$ cat src/rtl/conway_pkg.sv
// Shared Conway board-stream character set and the decoder state encoding.
// The display side imports the same character constants.
package conway_pkg;

    localparam logic [7:0] ESC      = 8'd27;
    localparam logic [7:0] LBRACKET = 8'd91;
    localparam logic [7:0] SEMI     = 8'd59;
    localparam logic [7:0] CHAR_H   = 8'd72;
    localparam logic [7:0] CR       = 8'd13;
    localparam logic [7:0] LF       = 8'd10;
    localparam logic [7:0] ALIVE    = 8'd79;
    localparam logic [7:0] DEAD     = 8'd32;

    typedef enum logic [2:0] {
        ST_HUNT,
        ST_ESC1,
        ST_ESC2,
        ST_ESC3,
        ST_CELL,
        ST_CR,
        ST_LF
    } dec_state_e;

    function automatic logic [7:0] sat_inc8(input logic [7:0] v);
        return (v == 8'hFF) ? v : v + 8'd1;
    endfunction

endpackage

$ cat src/rtl/uart_board_decoder_if.sv
// Byte stream valid/ready link between a UART receiver (master) and the board decoder (slave).
interface uart_board_decoder_if;
    import conway_pkg::*;

    logic [7:0] in_data;
    logic       in_valid;
    logic       in_ready;

    modport master (output in_data, output in_valid, input in_ready);
    modport slave  (input in_data, input in_valid, output in_ready);

endinterface

$ cat src/rtl/uart_board_decoder.sv
// Locks on ESC [ ; H, parses WIDTH x HEIGHT cell characters with CR/LF row breaks into a shadow
// bitmap and publishes it to board only once the final cell of a well-formed frame arrives.
module uart_board_decoder
    import conway_pkg::*;
#(
    parameter int         WIDTH      = 8,
    parameter int         HEIGHT     = 8,
    parameter logic [7:0] ALIVE_CHAR = 8'd79,
    parameter logic [7:0] DEAD_CHAR  = 8'd32
) (
    input  logic                      clk,
    input  logic                      rst_n,
    uart_board_decoder_if.slave       rx,
    output logic [WIDTH*HEIGHT-1:0]   board,
    output logic                      frame_done,
    output logic [7:0]                frame_count,
    output logic                      frame_error,
    output logic [7:0]                err_count
);

    localparam int CW = (WIDTH  > 1) ? $clog2(WIDTH)  : 1;
    localparam int RW = (HEIGHT > 1) ? $clog2(HEIGHT) : 1;
    localparam int NC = WIDTH * HEIGHT;
    localparam int IW = (NC > 1) ? $clog2(NC) : 1;
    localparam logic [CW-1:0] COL_LAST = CW'(WIDTH - 1);
    localparam logic [RW-1:0] ROW_LAST = RW'(HEIGHT - 1);

    dec_state_e        state_q, state_d;
    logic [CW-1:0]     col_q, col_d;
    logic [RW-1:0]     row_q, row_d;
    logic [NC-1:0]     shadow_q, shadow_d;
    logic [NC-1:0]     board_q, board_d;
    logic [7:0]        fcnt_q, fcnt_d;
    logic [7:0]        ecnt_q, ecnt_d;
    logic              done_q, done_d;
    logic              err_q, err_d;
    logic              ready_q;
    logic              accept;
    logic              bad;
    logic [7:0]        b;
    logic [IW-1:0]     cell_idx;

    assign accept   = rx.in_valid & ready_q;
    assign b        = rx.in_data;
    assign cell_idx = IW'(row_q) * IW'(WIDTH) + IW'(col_q);

    always_comb begin
        state_d  = state_q;
        col_d    = col_q;
        row_d    = row_q;
        shadow_d = shadow_q;
        board_d  = board_q;
        fcnt_d   = fcnt_q;
        ecnt_d   = ecnt_q;
        done_d   = 1'b0;
        err_d    = 1'b0;
        bad      = 1'b0;
        if (accept) begin
            unique case (state_q)
                ST_HUNT: if (b == ESC) state_d = ST_ESC1;
                ST_ESC1: if (b == LBRACKET) state_d = ST_ESC2; else bad = 1'b1;
                ST_ESC2: if (b == SEMI)     state_d = ST_ESC3; else bad = 1'b1;
                ST_ESC3: begin
                    if (b == CHAR_H) begin
                        state_d = ST_CELL;
                        col_d   = '0;
                        row_d   = '0;
                    end else bad = 1'b1;
                end
                ST_CELL: begin
                    if (b == ALIVE_CHAR || b == DEAD_CHAR) begin
                        shadow_d[cell_idx] = (b == ALIVE_CHAR);
                        if (col_q == COL_LAST) begin
                            // Final cell commits directly; the last row carries no CR/LF.
                            if (row_q == ROW_LAST) begin
                                board_d = shadow_d;
                                done_d  = 1'b1;
                                fcnt_d  = fcnt_q + 8'd1;
                                state_d = ST_HUNT;
                            end else state_d = ST_CR;
                        end else col_d = col_q + 1'b1;
                    end else bad = 1'b1;
                end
                ST_CR: if (b == CR) state_d = ST_LF; else bad = 1'b1;
                ST_LF: begin
                    if (b == LF) begin
                        state_d = ST_CELL;
                        col_d   = '0;
                        row_d   = row_q + 1'b1;
                    end else bad = 1'b1;
                end
                default: state_d = ST_HUNT;
            endcase
            // A stray ESC is treated as the start of the next frame.
            if (bad) begin
                err_d   = 1'b1;
                ecnt_d  = sat_inc8(ecnt_q);
                state_d = (b == ESC) ? ST_ESC1 : ST_HUNT;
            end
        end
    end

    always_ff @(posedge clk or negedge rst_n) begin
        if (!rst_n) begin
            state_q  <= ST_HUNT;
            col_q    <= '0;
            row_q    <= '0;
            shadow_q <= '0;
            board_q  <= '0;
            fcnt_q   <= '0;
            ecnt_q   <= '0;
            done_q   <= 1'b0;
            err_q    <= 1'b0;
            ready_q  <= 1'b0;
        end else begin
            state_q  <= state_d;
            col_q    <= col_d;
            row_q    <= row_d;
            shadow_q <= shadow_d;
            board_q  <= board_d;
            fcnt_q   <= fcnt_d;
            ecnt_q   <= ecnt_d;
            done_q   <= done_d;
            err_q    <= err_d;
            ready_q  <= 1'b1;
        end
    end

    assign rx.in_ready  = ready_q;
    assign board        = board_q;
    assign frame_done   = done_q;
    assign frame_error  = err_q;
    assign frame_count  = fcnt_q;
    assign err_count    = ecnt_q;

endmodule

$ cat src/flat_wrapper.sv
// flat-port wrapper written by rule: the top's interface ports become plain ports
module uart_board_decoder_flat import conway_pkg::*;
#(
    parameter int         WIDTH      = 8,
    parameter int         HEIGHT     = 8,
    parameter logic [7:0] ALIVE_CHAR = 8'd79,
    parameter logic [7:0] DEAD_CHAR  = 8'd32
)
  (clk, rst_n, board, frame_done, frame_count, frame_error, err_count, rx_in_data, rx_in_valid, rx_in_ready);
  uart_board_decoder_if rx_i ();
  input  logic clk;
  input  logic rst_n;
  output logic [WIDTH*HEIGHT-1:0] board;
  output logic frame_done;
  output logic [7:0] frame_count;
  output logic frame_error;
  output logic [7:0] err_count;
  input wire logic [$bits(rx_i.in_data)-1:0] rx_in_data;
  input wire logic [$bits(rx_i.in_valid)-1:0] rx_in_valid;
  output wire logic [$bits(rx_i.in_ready)-1:0] rx_in_ready;
  assign rx_i.in_data = rx_in_data;
  assign rx_i.in_valid = rx_in_valid;
  assign rx_in_ready = rx_i.in_ready;
  uart_board_decoder #(.WIDTH(WIDTH), .HEIGHT(HEIGHT), .ALIVE_CHAR(ALIVE_CHAR), .DEAD_CHAR(DEAD_CHAR)) u_core (.clk(clk), .rst_n(rst_n), .rx(rx_i), .board(board), .frame_done(frame_done), .frame_count(frame_count), .frame_error(frame_error), .err_count(err_count));
endmodule
$ cat config.mk
export PLATFORM = sky130hd
export DESIGN_NAME = uart_board_decoder_flat
export DESIGN_NICKNAME = d
export VERILOG_FILES = /design/src/rtl/conway_pkg.sv /design/src/rtl/uart_board_decoder_if.sv /design/src/rtl/uart_board_decoder.sv /design/src/flat_wrapper.sv
export SDC_FILE = /design/constraint.sdc
export NUM_CORES = 1
export LEC_CHECK = 0
export ABC_AREA = 1
export ABC_CLOCK_PERIOD_IN_PS = 3200
export CORE_AREA = 10 10 146 108
export CTS_BUF_LIST = sky130_fd_sc_hd__clkbuf_16
export DETAILED_ROUTE_END_ITERATION = 7
export DIE_AREA = 0 0 156 118
export PLACE_DENSITY = 0.84
export SLEW_MARGIN = 20
export SYNTH_ARGS = -nofsm -noshare
export SYNTH_HDL_FRONTEND = slang
export SYNTH_SLANG_ARGS = --single-unit
$ cat constraint.sdc
create_clock -name clk -period 3.2 [get_ports clk]
set_input_delay 0.64 -clock clk [delete_from_list [all_inputs] [get_ports clk]]
set_output_delay 0.64 -clock clk [all_outputs]
set_load 0.05 [all_outputs]
==> results.sh <==
export IMPL_status="completed"
export IMPL_postCtsHoldBufs=0
export IMPL_r2r_slack_ps=980
export IMPL_critical_path_class="flip-flop to output port"
export IMPL_yosysWarnings=0
export IMPL_arrival_ps=1700
export IMPL_ant_nets=0
export IMPL_cts_tree="built"
export IMPL_tightest_slew_ps=788
export IMPL_drv_slew=0
export IMPL_final_util_pct=71.4
export IMPL_power_uw=4910
export IMPL_hpwlAfterDp_um=12000
export IMPL_syn2layout_area_growth_pct=21.1
export IMPL_layout_setup_ws_ps=859
export IMPL_worstSetupStartpointType="flip-flop"
export IMPL_initial_core_util_pct=58.9
export IMPL_drive_gt1_share_pct=9.21
export IMPL_grt_max_degree=79
export IMPL_grt_ovfl_total=0
export IMPL_rows=35
export IMPL_cp_top_family="buffers and inverters"
export IMPL_p_sw_share_pct=28.0
export IMPL_gp_congestion=0.854
export IMPL_drcViolationCount=0
export IMPL_multiInputGateArea_sq_um=3080
export IMPL_htreeDepth=4
export IMPL_vias_per_cell=5.30
export IMPL_rsz0062_at_grt="no"
export IMPL_r2r_end="u_core.board[35]"
export IMPL_synth_seq_area_share_pct=51.3
export IMPL_routed_wl_um=18000
export IMPL_maxCapViolations=0
export IMPL_synth_avg_cell_area_sq_um=8.13
export IMPL_path_clk_slew_ps=70
export IMPL_syn_num_nets=953
export IMPL_fmax_mhz=427
export IMPL_io_buffers=93
export IMPL_wire_per_inst_um=15.0
export IMPL_crit_buf_inv=1
export IMPL_cp_end_kind="output port"
export IMPL_powerDensity_nw_per_um2=533
export IMPL_grt_pass1_vias=6173
export IMPL_switchingPower_uw=1380
export IMPL_clock_sinks=156
export IMPL_final_common_cell="nand2_1"
export IMPL_grt_pass1_wl_um=30000
export IMPL_p_leak_uw=0.00399
export IMPL_finalHoldViolCount=0
export IMPL_post_route_min_period_ps=2340
export IMPL_cts_buffer_depth=2
export IMPL_clock_root_buffer="clkbuf_16"
export IMPL_synth_seq_cells=156
export IMPL_insertion_delay_ps=420
export IMPL_finalNetCount=1036
export IMPL_worst_path_max_delay_cell="clkdlybuf4s50_1"
export IMPL_tns_ps=0
export IMPL_ios=94
export IMPL_worstPathMaxFanout=5
export IMPL_drt_iter0_markers=642
export IMPL_antenna_found_initial=0
export IMPL_cp_slowest_stage_delay_ps=840
export IMPL_via_count=6348
export IMPL_clock_skew_ps=10.6
export IMPL_relSlewSlack_pct=47.5
export IMPL_firstDrtPassIters=5
export IMPL_setup_viol=0
export IMPL_postCtsSetupRepairBufs=0
export IMPL_dieArea_sq_um=18400
export IMPL_numCtsBuffers=17
export IMPL_n_fill_cell=981
export IMPL_syn_inst=936
export IMPL_finalCritPeriodShare_pct=73.1
export IMPL_post_cts_resized=0
export IMPL_cp_required_ps=2560
export IMPL_p_int_uw=3540
export IMPL_core_sq_um=12900
export IMPL_hold_path_class="input port to async pin"
export IMPL_synth_area_sq_um=7610
export IMPL_antennaDiodeCount=0
export IMPL_dp_worst_setup_slack_ps=503
export IMPL_die_h_um=118
export IMPL_power_share_combinational_pct=13.7
export IMPL_register_area_sq_um=3900
export IMPL_grt_usage_pct=19.6
export IMPL_r2r_cells=8
export IMPL_mostFrequentLayoutCells="nand2_1 (200), dfrtp_1 (156), nor2_1 (147)"
export IMPL_ir_drop_v=0.000405
export IMPL_seqPwrFrac_pct=42.4
export IMPL_die_w_um=156
export IMPL_crit_path_cell_trace="clkdlybuf4s50_1"
export IMPL_worst_r2r_startpoint="u_core.row_q[0]"
export IMPL_synth_cell_types=32
export IMPL_power_frac_clock_pct=43.9
==> Yosys cell counts <==
| cell type | count | area [sq um] |
|---|---|---|
| clkbuf_1 | 12 | 45.0 |
| a21oi_1 | 67 | 335 |
| nor2_8 | 1 | 20.0 |
| nand4_1 | 7 | 43.8 |
| conb_1 | 1 | 3.75 |
| nor3_4 | 1 | 16.3 |
| a211oi_1 | 1 | 7.51 |
| nand3_4 | 1 | 17.5 |
| nor2_1 | 147 | 552 |
| o21ai_2 | 35 | 307 |
| xor2_1 | 5 | 43.8 |
| dfrtp_1 | 156 | 3900 |
| nand3_2 | 1 | 10.0 |
| mux2_2 | 1 | 11.3 |
| nand3_1 | 33 | 165 |
| ha_1 | 6 | 75.1 |
| buf_4 | 2 | 15.0 |
| o31ai_1 | 1 | 7.51 |
| nand2_1 | 200 | 751 |
| nor2_4 | 2 | 22.5 |
| xnor2_1 | 8 | 70.1 |
| o21ai_0 | 68 | 340 |
| nor3_1 | 3 | 15.0 |
| buf_6 | 11 | 124 |
| buf_2 | 11 | 55.1 |
| o22ai_1 | 1 | 6.26 |
| nand2_2 | 5 | 31.3 |
| o21ai_1 | 39 | 195 |
| nand3b_1 | 2 | 15.0 |
| nor4_1 | 1 | 6.26 |
| inv_1 | 98 | 368 |
| inv_2 | 9 | 33.8 |
==> metal layers <==
metal  GRT usage [%]  part of all wire, %
met5               0                    0
met4            5.41                 0.92
met3            4.75                  7.4
met2            29.8                   46
met1            27.1                   45
==> power groups by stage <==
stage	clock network (uW)	registers (uW)	logic (uW)
2_1_floorplan	0	2200	370
5_1_grt	2280	2090	744
6_report	2160	2080	672
3_3_place_gp	0	2120	649
3_5_place_dp	0	2120	659
4_1_cts	2190	2080	667
==> how the worst max path moves through the flow <==
stage	startpoint	endpoint	slack, ps	cells after the start
2_1_floorplan	u_core.err_count[0]	u_core.err_count[3]	1250	8
5_1_grt	rx_in_data[5]	u_core.board[42]	730	10
3_3_place_gp	rx_in_data[5]	u_core.board[46]	580	10
3_5_place_dp	rx_in_data[5]	u_core.board[35]	500	10
4_1_cts	u_core.frame_count[0]	frame_count[0]	830	1
6_report	u_core.frame_count[0]	frame_count[0]	860	1
==> flip-flops by register name, summed over array words and instances (netlist names) <==
register,cells
u_core.board,64
u_core.row_q,3
u_core.state_q,3
u_core.frame_error,1
u_core.err_count,8
u_core.frame_done,1
u_core.rx.in_ready,1
u_core.shadow_q,64
u_core.frame_count,8
u_core.col_q,3
==> cells by family (layout without fill, tap and decap cells) <==
group / count (synthesis) / count (layout) / synth area share, %
AOI/OAI and AO/OA: 212 / 212 / 15.7
xor gates and xnor gates: 13 / 13 / 1.50
adders and majority gates: 6 / 6 / 0.986
buffers and inverters: 143 / 239 / 8.42
DFF: 156 / 156 / 51.3
muxes: 1 / 1 / 0.148
other: 1 / 1 / 0.0493
and+or+nand+nor: 404 / 404 / 21.9
==> layout make-up <==
class                      count  share of cell area, %
clock inverter                15                   2.27
timing repair buffer         100                   10.8
clock buffer                  17                   4.61
inverter                     107                   4.36
sequential                   156                   42.3
multi-input combinational    637                   33.4
tap                          166                   2.25
==> stage by stage <==
step                      std cells  instance area (sq um)  hold slack, ps
after floorplan                 936                   7610             344
after global placement         1166                   8590             463
after detailed placement       1166                   8590             467
after CTS                      1198                   9220             176
after global routing           1198                   9220             192
final                          1198                   9220             158
No activity file was read; power rests on OpenSTA's default activity.
